**config.mk**
```make
export PLATFORM = sky130hd
export DESIGN_NAME = mss_apb_responder
export DESIGN_NICKNAME = d
export VERILOG_FILES = /design/src/rtl/mss_apb_pkg.sv /design/src/rtl/mss_apb_evt_status.sv /design/src/rtl/mss_apb_responder.sv
export SDC_FILE = /design/constraint.sdc
export NUM_CORES = 1
export LEC_CHECK = 0
export ABC_AREA = 1
export CORE_UTILIZATION = 45
export CTS_BUF_LIST = sky130_fd_sc_hd__clkbuf_4
export DETAILED_ROUTE_END_ITERATION = 16
export SYNTH_ARGS = -nofsm -noshare
export SYNTH_HDL_FRONTEND = slang
export SYNTH_SLANG_ARGS = --single-unit
```
**constraint.sdc**
```tcl
create_clock -name FCLK -period 5.8 [get_ports FCLK]
set_input_delay 0.58 -clock FCLK [delete_from_list [all_inputs] [get_ports FCLK]]
set_output_delay 0.58 -clock FCLK [all_outputs]
set_load 0.02 [all_outputs]
```
**src/rtl/mss_apb_pkg.sv**
```systemverilog
// Shared definitions for the MSS APB responder: bus widths, register map,
// FSM state encoding, default ID value and the wait-state ceiling.
package mss_apb_pkg;

    localparam int unsigned ADDR_W          = 20;
    localparam int unsigned DATA_W          = 32;
    localparam int unsigned EVT_W           = 8;
    localparam int unsigned CNT_W           = 4;
    localparam int unsigned WAIT_STATES_MAX = 15;
    localparam int unsigned SCRATCH_N       = 5;

    localparam logic [DATA_W-1:0] ID_VALUE_DEFAULT = 32'h4D53_5301;

    // Word-aligned register offsets
    localparam logic [ADDR_W-1:0] OFF_ID       = 20'h0_0000;
    localparam logic [ADDR_W-1:0] OFF_CTRL     = 20'h0_0004;
    localparam logic [ADDR_W-1:0] OFF_STATUS   = 20'h0_0008;
    localparam logic [ADDR_W-1:0] OFF_SCRATCH0 = 20'h0_000C;
    localparam logic [ADDR_W-1:0] OFF_LAST     = 20'h0_001C;

    typedef enum logic [1:0] {
        ST_IDLE   = 2'd0,
        ST_ACCESS = 2'd1,
        ST_DONE   = 2'd2
    } apb_state_e;

    // Misaligned or beyond the last register -> slave error
    function automatic logic addr_err(input logic [ADDR_W-1:0] a);
        return (a[1:0] != 2'b00) || (a > OFF_LAST);
    endfunction

endpackage

```
**src/rtl/mss_apb_evt_status.sv**
```systemverilog
// Event status register with write-1-to-clear and the masked level interrupt.
// Ports:
//   i_clk, i_rst     : fabric clock, synchronous active-high reset
//   i_event          : single-cycle event pulses, one per STATUS bit
//   i_clr_en         : committed write to STATUS this cycle
//   i_clr_mask       : write data bits to clear
//   i_ctrl           : interrupt enable mask
//   o_status         : current STATUS value
//   o_fabint         : registered OR of (STATUS & CTRL)
module mss_apb_evt_status
    import mss_apb_pkg::*;
(
    input  logic             i_clk,
    input  logic             i_rst,
    input  logic [EVT_W-1:0] i_event,
    input  logic             i_clr_en,
    input  logic [EVT_W-1:0] i_clr_mask,
    input  logic [EVT_W-1:0] i_ctrl,
    output logic [EVT_W-1:0] o_status,
    output logic             o_fabint
);

    logic [EVT_W-1:0] r_status;
    logic             r_fabint;
    logic [EVT_W-1:0] w_clr;

    assign w_clr = i_clr_en ? i_clr_mask : '0;

    // Clear is applied first so a same-cycle event re-sets the bit
    always_ff @(posedge i_clk) begin
        if (i_rst) begin
            r_status <= '0;
            r_fabint <= 1'b0;
        end else begin
            r_status <= (r_status & ~w_clr) | i_event;
            r_fabint <= |(r_status & i_ctrl);
        end
    end

    assign o_status = r_status;
    assign o_fabint = r_fabint;

endmodule

```
**src/rtl/mss_apb_responder.sv**
```systemverilog
// APB completer for the MSS fabric interface: programmable wait states,
// ID / CTRL / STATUS / SCRATCH register map, slave error on bad addresses
// and a level interrupt driven from event STATUS bits.
// Ports:
//   FCLK, RESET          : fabric clock, synchronous active-high reset
//   HMPSEL, HMPENABLE    : APB select and access-phase enable
//   HMPWRITE, HMADDR     : direction and byte address
//   HMWDATA / HMRDATA    : write / read data (read data is 0 outside ready)
//   HMPREADY, HMPSLVERR  : one-cycle completion and its error flag
//   EVENT_IN             : event pulses into STATUS
//   FABINT               : interrupt to the MSS
module mss_apb_responder
    import mss_apb_pkg::*;
#(
    parameter int unsigned       WAIT_STATES = 1,
    parameter logic [DATA_W-1:0] ID_VALUE    = ID_VALUE_DEFAULT
) (
    input  logic              FCLK,
    input  logic              RESET,
    input  logic              HMPSEL,
    input  logic              HMPENABLE,
    input  logic              HMPWRITE,
    input  logic [ADDR_W-1:0] HMADDR,
    input  logic [DATA_W-1:0] HMWDATA,
    output logic [DATA_W-1:0] HMRDATA,
    output logic              HMPREADY,
    output logic              HMPSLVERR,
    input  logic [EVT_W-1:0]  EVENT_IN,
    output logic              FABINT
);

    localparam logic [CNT_W-1:0] LP_WAIT =
        CNT_W'((WAIT_STATES > WAIT_STATES_MAX) ? WAIT_STATES_MAX : WAIT_STATES);
    localparam int unsigned IDX_W = 3;

    apb_state_e        r_state;
    logic [CNT_W-1:0]  r_cnt;
    logic [ADDR_W-1:0] r_addr;
    logic              r_write;
    logic [DATA_W-1:0] r_wdata;
    logic              r_ready;
    logic              r_slverr;
    logic [DATA_W-1:0] r_rdata;
    logic [EVT_W-1:0]  r_ctrl;
    logic [DATA_W-1:0] r_scratch [SCRATCH_N];

    logic [EVT_W-1:0]  w_status;
    logic              w_setup;
    logic              w_ready_go;
    logic [ADDR_W-1:0] w_src_addr;
    logic              w_src_write;
    logic              w_src_err;
    logic [IDX_W-1:0]  w_rd_idx;
    logic [IDX_W-1:0]  w_wr_idx;
    logic [DATA_W-1:0] w_rd_data;
    logic              w_wr_en;
    logic              w_wr_ctrl;
    logic              w_wr_status;
    logic              w_wr_scr;

    // A setup phase is accepted from IDLE and, for back-to-back traffic, from DONE
    assign w_setup = HMPSEL && !HMPENABLE &&
                     ((r_state == ST_IDLE) || (r_state == ST_DONE));

    // Ready rises at the setup edge for zero wait states, else when the count runs out
    assign w_ready_go = (w_setup && (LP_WAIT == '0)) ||
                        ((r_state == ST_ACCESS) && !r_ready && HMPSEL &&
                         HMPENABLE && (r_cnt == CNT_W'(1)));

    // With zero wait states the transfer is decoded straight off the bus
    assign w_src_addr  = (r_state == ST_ACCESS) ? r_addr  : HMADDR;
    assign w_src_write = (r_state == ST_ACCESS) ? r_write : HMPWRITE;
    assign w_src_err   = addr_err(w_src_addr);

    assign w_rd_idx = IDX_W'((w_src_addr - OFF_SCRATCH0) >> 2);
    assign w_wr_idx = IDX_W'((r_addr - OFF_SCRATCH0) >> 2);

    // Read mux; error addresses are zeroed when the data is registered
    always_comb begin
        w_rd_data = '0;
        if (w_src_addr == OFF_ID) begin
            w_rd_data = ID_VALUE;
        end else if (w_src_addr == OFF_CTRL) begin
            w_rd_data = DATA_W'(r_ctrl);
        end else if (w_src_addr == OFF_STATUS) begin
            w_rd_data = DATA_W'(w_status);
        end else if (w_rd_idx < IDX_W'(SCRATCH_N)) begin
            w_rd_data = r_scratch[w_rd_idx];
        end
    end

    // Writes commit at the end of the ready cycle
    assign w_wr_en     = (r_state == ST_ACCESS) && r_ready && r_write && !addr_err(r_addr);
    assign w_wr_ctrl   = w_wr_en && (r_addr == OFF_CTRL);
    assign w_wr_status = w_wr_en && (r_addr == OFF_STATUS);
    assign w_wr_scr    = w_wr_en && (r_addr >= OFF_SCRATCH0);

    // APB transfer FSM with registered ready, error and read data
    always_ff @(posedge FCLK) begin
        if (RESET) begin
            r_state  <= ST_IDLE;
            r_cnt    <= '0;
            r_addr   <= '0;
            r_write  <= 1'b0;
            r_wdata  <= '0;
            r_ready  <= 1'b0;
            r_slverr <= 1'b0;
            r_rdata  <= '0;
        end else begin
            r_ready  <= 1'b0;
            r_slverr <= 1'b0;
            r_rdata  <= '0;

            case (r_state)
                ST_IDLE, ST_DONE: begin
                    if (w_setup) begin
                        r_state <= ST_ACCESS;
                        r_addr  <= HMADDR;
                        r_write <= HMPWRITE;
                        r_wdata <= HMWDATA;
                        r_cnt   <= LP_WAIT;
                    end else begin
                        r_state <= ST_IDLE;
                    end
                end
                ST_ACCESS: begin
                    if (r_ready) begin
                        r_state <= ST_DONE;
                    end else if (!HMPSEL) begin
                        r_state <= ST_IDLE;
                    end else if (HMPENABLE) begin
                        r_cnt <= r_cnt - CNT_W'(1);
                    end
                end
                default: begin
                    r_state <= ST_IDLE;
                end
            endcase

            if (w_ready_go) begin
                r_ready  <= 1'b1;
                r_slverr <= w_src_err;
                r_rdata  <= (w_src_write || w_src_err) ? '0 : w_rd_data;
            end
        end
    end

    // CTRL and SCRATCH storage
    always_ff @(posedge FCLK) begin
        if (RESET) begin
            r_ctrl <= '0;
            for (int unsigned i = 0; i < SCRATCH_N; i++) begin
                r_scratch[i] <= '0;
            end
        end else begin
            if (w_wr_ctrl) begin
                r_ctrl <= r_wdata[EVT_W-1:0];
            end
            for (int unsigned i = 0; i < SCRATCH_N; i++) begin
                if (w_wr_scr && (w_wr_idx == IDX_W'(i))) begin
                    r_scratch[i] <= r_wdata;
                end
            end
        end
    end

    mss_apb_evt_status u_evt (
        .i_clk      (FCLK),
        .i_rst      (RESET),
        .i_event    (EVENT_IN),
        .i_clr_en   (w_wr_status),
        .i_clr_mask (r_wdata[EVT_W-1:0]),
        .i_ctrl     (r_ctrl),
        .o_status   (w_status),
        .o_fabint   (FABINT)
    );

    assign HMPREADY  = r_ready;
    assign HMPSLVERR = r_slverr;
    assign HMRDATA   = r_rdata;

endmodule

```
# After elaboration in Yosys (flattened, before gate mapping)
# Memories as Yosys holds them, arrays and structs flattened.
# Index checks and enable logic that the tools add are counted.
[totals]
ff_bits = 110
mem_bits_rw = 160
in_bits = 65
output_inout_bits = 35
word_cells = 125
memories = 1
[classes]
n_addsub = 3
magnitude_cmp = 4
eq_ne = 16
muxes = 39
n_bitwise = 11
reduce_logical = 38
[memory_table]
columns = ["name", "depth", "word_bits", "read_ports", "rd_ports_with_merged_regs", "wr", "line_no", "rtl"]
rows = [
  ["r_scratch", 5, 32, 1, 0, 5, "mss_apb_responder.sv:45", "logic [DATA_W-1:0] r_scratch [SCRATCH_N];"],
]
[op_table]
columns = ["operator", "n"]
rows = [
  ["$mux W32", 5],
  ["$mux W31", 4],
  ["$eq A20 B3 Y1 const B", 2],
  ["$eq A20 B4 Y1 const B", 2],
  ["$gt A20 B5 Y1 const B", 2],
  ["$ge A20 B4 Y1 const B", 1],
  ["$logic_not A20 Y1", 1],
  ["$mux W1", 20],
  ["$mux W20", 1],
  ["$logic_and A1 B1 Y1", 17],
  ["$and A8 B8 Y8", 2],
  ["$mux W4", 4],
  ["$sub A5 B4 Y5 const B", 2],
  ["$mux W8", 1],
  ["$ne A2 B2 Y1 const B", 4],
  ["$not A8 Y8", 1],
  ["$or A8 B8 Y8", 1],
  ["$pmux W4 S2", 1],
  ["$reduce_or A8 Y1", 1],
  ["$reduce_or A7 Y1", 1],
  ["$eq A3 B2 Y1 const B", 2],
  ["$reduce_bool A2 Y1", 3],
  ["$or A1 B1 Y1", 5],
  ["$reduce_and A5 Y1", 1],
  ["other kinds (19)", 27],
]

# Logic depth before layout (Yosys ltp)
[logic_depth]
depth_word = 10
mapped_depth = 17

# Cells and area by module
# From an unflattened synthesis, not the netlist that was laid out.
[unflattened]
cells_unflattened = 1123
hier_area_um2 = 11130.7
[by_module_without_submodules]
columns = ["module", "n_inst", "cells_per_inst", "area_per_inst_um2", "seq_area_each_um2"]
rows = [
  ["mss_apb_responder", 1, 1073, 10784.1, 6826.5],
  ["mss_apb_evt_status", 1, 50, 346.6, 180.2],
]

# Worst setup path before layout
# Ideal clock, no wire load.
[synth_timing]
path_kind = "flip-flop to flip-flop"
startpoint = "register r_addr[3]"
endpoint = "memory r_scratch[1][0] (enable)"
setup_time_ns = 0.470
arrival_ns = 3.511
path_slack_ns = 1.819
stages_incl_launch_ff = 7
path_buffers = 0
cell_sequence = "dfxtp_1 nand2_1 inv_1 ha_1 nor2_1 nand3_2 o31ai_1"
[synth_lines]
columns = ["item", "line_no", "rtl"]
rows = [
  ["start, declared", "mss_apb_responder.sv:38", "logic [ADDR_W-1:0] r_addr;"],
  ["start signal, assigned", "mss_apb_responder.sv:103", "r_addr <= '0;"],
  ["start signal, assigned", "mss_apb_responder.sv:118", "r_addr <= HMADDR;"],
  ["end, declared", "mss_apb_responder.sv:45", ""],
]

# Final worst setup path
[layout_timing]
startpoint = "register r_addr[3]"
endpoint = "register r_rdata[10], in the netlist HMRDATA[10]"
[layout_between]
elab_chain_len = 5
elab_cells_between_ends = 12
cone_classes = "1 x add/sub; 2 x order compare; 2 x eq/ne; 1 x mux; 1 x bitwise; 4 x reduce/logical; 1 x memory"
[layout_rtl]
columns = ["item", "line_no", "rtl"]
rows = [
  ["$mux W20 *", "mss_apb_responder.sv:71", "assign w_src_addr = (r_state == ST_ACCESS) ? r_addr : HMADDR;"],
  ["$sub A5 B4 Y5 / $gt A20 B5 Y1 (equally long branches)", "mss_apb_responder.sv:75, mss_apb_pkg.sv:29", ""],
  ["$lt A3 B3 Y1 / $logic_or A1 B1 Y1 (equally long branches)", "mss_apb_responder.sv:87, mss_apb_pkg.sv:29", ""],
  ["$not A1 Y1 (no line) / $logic_or A1 B1 Y1 (equally long branches)", "-", ""],
  ["$reduce_or A7 Y1 (no line)", "-", ""],
  ["end signal, assigned", "mss_apb_responder.sv:143", "r_rdata <= (w_src_write || w_src_err) ? '0 : w_rd_data;"],
  ["end, declared", "mss_apb_responder.sv:43", "logic [DATA_W-1:0] r_rdata;"],
]
# Mark *: on every way between the ends. The rest lies on a longest branch, timed or not.
# A chain may end at the register's enable or synchronous reset.

==> results.md <==
Global routing
- **pin count of the biggest net entering global routing** 97
- **initial antenna violation count** 1
- **number of global-route vias before repair** 7897
- **global-route wire length before repair** 41.3 mm
- **Congestion Overflow GR** 0
- **overall global routing resource usage** 21.9%

Place
- **hpwl dp** 15.7 mm
- **dpl cells** 1500
- **Port Buffer Count** 99
- **Setup Slack @ Placement** 2.28 ns
- **routability-driven placement congestion ratio** 0.755
- **Area after DPL** 0.0123 mm^2

Clock tree
- **clock tree from TritonCTS** done
- **H-tree depth** 3
- **number of buffers inserted for hold repair after clock tree synthesis** 0
- **clock buffer count from CTS** 73
- **post-cts gate resize count** 0
- **CTS Root Cell** sky130_fd_sc_hd__clkbuf_4
- **number of clock sinks seen by CTS** 270
- **maximum root-to-sink buffer count** 3
- **post-CTS setup repair buffer count** 0
- **Reg clk slew, reported paths** 0.07 ns
- **Worst-Skew Late Latency** 0.65 ns

STA
- **final hold vios** 0
- **Setup Viol. Count Final** 0
- **total negative setup slack** 0 ns
- **portion of the clock cycle consumed by the worst path in the final layout** 55.2%
- **relative slew slack** 22.3%
- **time the final worst path needs with I/O delays and setup** 3.20 ns
- **final critical-path setup slack** 2.60 ns
- **setup repair after global routing missed its margin** no
- **transition time of the tightest slew-check pin** 1.16 ns
- **number of max-slew violations in the final report** 0
- **top achievable clock speed** 312 MHz
- **worst clock skew** 0.0236 ns

Die
- **Die Ht** 159 um
- **Total Die Area** 0.0252 mm^2
- **core area** 0.0238 mm^2
- **ports placed on the boundary** 100
- **placement row count** 56
- **Die Span X** 159 um
- **initial standard-cell utilization of the core** 46.5%

Synthesis
- **post-synth cell types** 38
- **#FFs+latches synth** 270
- **synthesized cell area** 0.0110 mm^2
- **share of the synthesized area in the top cell type** 43.5%
- **main flop type after synthesis** sky130_fd_sc_hd__edfxtp_1
- **largest cells by area after synthesis** sky130_fd_sc_hd__edfxtp_1 44%, sky130_fd_sc_hd__dfxtp_1 20%, sky130_fd_sc_hd__nand2_1 7.6%, sky130_fd_sc_hd__o21ai_0 4.8%, sky130_fd_sc_hd__inv_1 4.3%
- **number of flops mapped to enable cells by yosys** 160
- **Post-Syn Instances** 1127
- **Avg Inst Size Synth** 9.80 um^2
- **cell type contributing the most total cell area after synthesis** sky130_fd_sc_hd__edfxtp_1
- **Post-synth ARST share** 0%
- **yosys warns** 0
- **sequential share of the synthesized area** 63.4%
- **synthesized net count** 1200

Cells and area
- **final-layout fill cell count** 2162
- **Non-Filler Cell Area, Final** 0.0132 mm^2
- **signed area change from the synthesized netlist to the final layout** 19.7%
- **Final Net Count** 1329
- **non-filler cells, final** 1631
- **footprint of the multi-input gates** 0.00332 mm^2
- **share of the core filled with cells** 55.7%
- **layout cell share with drive strength beyond 1** 14.0%
- **Sequential Area** 0.00701 mm^2

Critical path
- **path type of the worst setup path** reg -> reg
- **crit path DAT** 3.72 ns
- **flop-to-flop setup slack** 2.60 ns
- **cell type of the slowest stage on the worst timing path** sky130_fd_sc_hd__nor2_2
- **most frequent CP cell** sky130_fd_sc_hd__inv_1
- **Max FO, Critical Path** 20
- **slowest cell delay on critical path** 0.74 ns
- **startpoint kind of the worst setup timing path** register
- **critical path required time** 6.32 ns
- **crit path buf inv count** 2
- **Worst path top cell family by delay** simple AND/OR/NAND/NOR gates
- **list of cells traversed by the critical path** inv_1 > o21ai_0 > ha_1 > inv_1 > nand3_1 > nand2_2 > nor2_2 > nor2_4 > nand2_4 > a21oi_1
- **capturing element type of the critical path** register

Routing
- **first-pass iteration count of the detailed router** 5
- **total detailed-routing wirelength** 26.0 mm
- **post-route DRC violation count** 0
- **post-detailed-route count of antenna-violating nets** 0
- **WL/cell** 16.0 um
- **via count** 8098
- **post-DR vias/cell** 4.97
- **violation count after the first detailed-route iteration** 442

Power and ir drop
- **highest ir drop seen on vdd** 0.127 mV
- **P_leak** 5.41 nW
- **Power Dens Cells** 317 mW/mm^2

Run status
- **result of the run** complete, no violations

Run
- **number of maximum-capacitance constraint violations** 0

Min path
- **type of the worst min-delay path** reg -> reg

-- state kept, by name, indices dropped and copies added, names as in the netlist, 2 cells and up --
| register | cells |
|---|---|
| HMRDATA | 32 |
| r_addr | 20 |
| r_cnt | 4 |
| r_ctrl | 8 |
| r_scratch | 160 |
| r_state | 2 |
| r_wdata | 32 |
| u_evt.o_status | 8 |
-- metrics by stage --
| step | total power [mW] | hold WS, ns |
|---|---|---|
| floorplan | 2.43 | 0.424 |
| global placement | 2.58 | 0.433 |
| detailed placement | 2.58 | 0.436 |
| CTS | 4.25 | 0.428 |
| global route | 4.40 | 0.435 |
| finish | 4.20 | 0.442 |
-- power by group --
group / internal, mW / leakage, nW / switching (mW)
combinational: 0.142 / 2.30 / 0.269
clock: 0.906 / 0.564 / 0.753
sequential: 2.10 / 2.54 / 0.0321
total: 3.14 / 5.41 / 1.05
-- cell usage in the layout (no fill, tap or decap), drive strengths merged --
| cell type | count |
|---|---|
| nand3b | 2 |
| a221oi | 2 |
| ha | 8 |
| buf | 10 |
| clkdlybuf4s50 | 99 |
| a31oi | 1 |
| clkinv | 18 |
| o211ai | 4 |
| dfxtp | 110 |
| clkbuf | 109 |
| and2 | 1 |
| and3 | 1 |
| nand2 | 232 |
| edfxtp | 160 |
| bufinv | 1 |
| a21oi | 99 |
| inv | 135 |
| nand3 | 85 |
| o21ai | 110 |
| or2 | 9 |
| nor3 | 3 |
| diode | 1 |
| nor2 | 90 |
| o31ai | 3 |
| o22ai | 13 |
| a22o | 1 |
| xor2 | 1 |
| nand4 | 4 |
-- tightest hold or removal path, cell delays in order (launching register included) --
cell and delay, ns:
sky130_fd_sc_hd__dfxtp_1 0.30, sky130_fd_sc_hd__inv_1 0.05, sky130_fd_sc_hd__a21oi_1 0.05
-- Yosys cell counts (all sizes together), types with 2 or more instances --
master and n:
or2 9, o211ai 4, buf 21, o21ai 110, nor3 3, clkbuf 34, nand2 232, inv 133
edfxtp 160, nor2 90, nand4 4, a21oi 99, nand3b 2, dfxtp 110, o31ai 3, a221oi 2
o22ai 13, ha 8, nand3 85
-- layout make-up --
cell class	instances	share of cell area (%)
flip-flops and latches	270	53.0
multi-input cells	669	25.1
repair buffers	109	8.06
clock buffers	109	6.19
inverters	133	3.78
well taps	319	3.02
clock inverters	21	0.842
diodes	1	0.0189
-- kinds of logic (layout without fill, tap and decap cells) --
logic type | count (synthesis) | in the layout | synth area share, %
adders and majority gates | 8 | 8 | 0.906
DFF | 270 | 270 | 63.4
and+or+nand+nor | 427 | 427 | 17.0
other | 0 | 1 | 0
AOI/OAI and AO/OA | 233 | 233 | 11.5
buffers and inverters | 188 | 372 | 7.06
xor gates and xnor gates | 1 | 1 | 0.0793
-- path summary, 6_finish.rpt --
kind,from,cells past startpoint,end
worst max-delay path,r_addr[3],10,HMRDATA[10]
worst min-delay path,r_wdata[21],2,r_wdata[21]
worst max register to register,r_addr[3],10,HMRDATA[10]
worst min register to register,r_wdata[21],2,r_wdata[21]
-- per-layer routing --
layer  wire (um)  GRT usage, %
met1       12100          30.0
met2       12000          34.2
met3        1450          4.55
met4         535          8.15
met5           0             0
(Power assumes the default switching activity.)
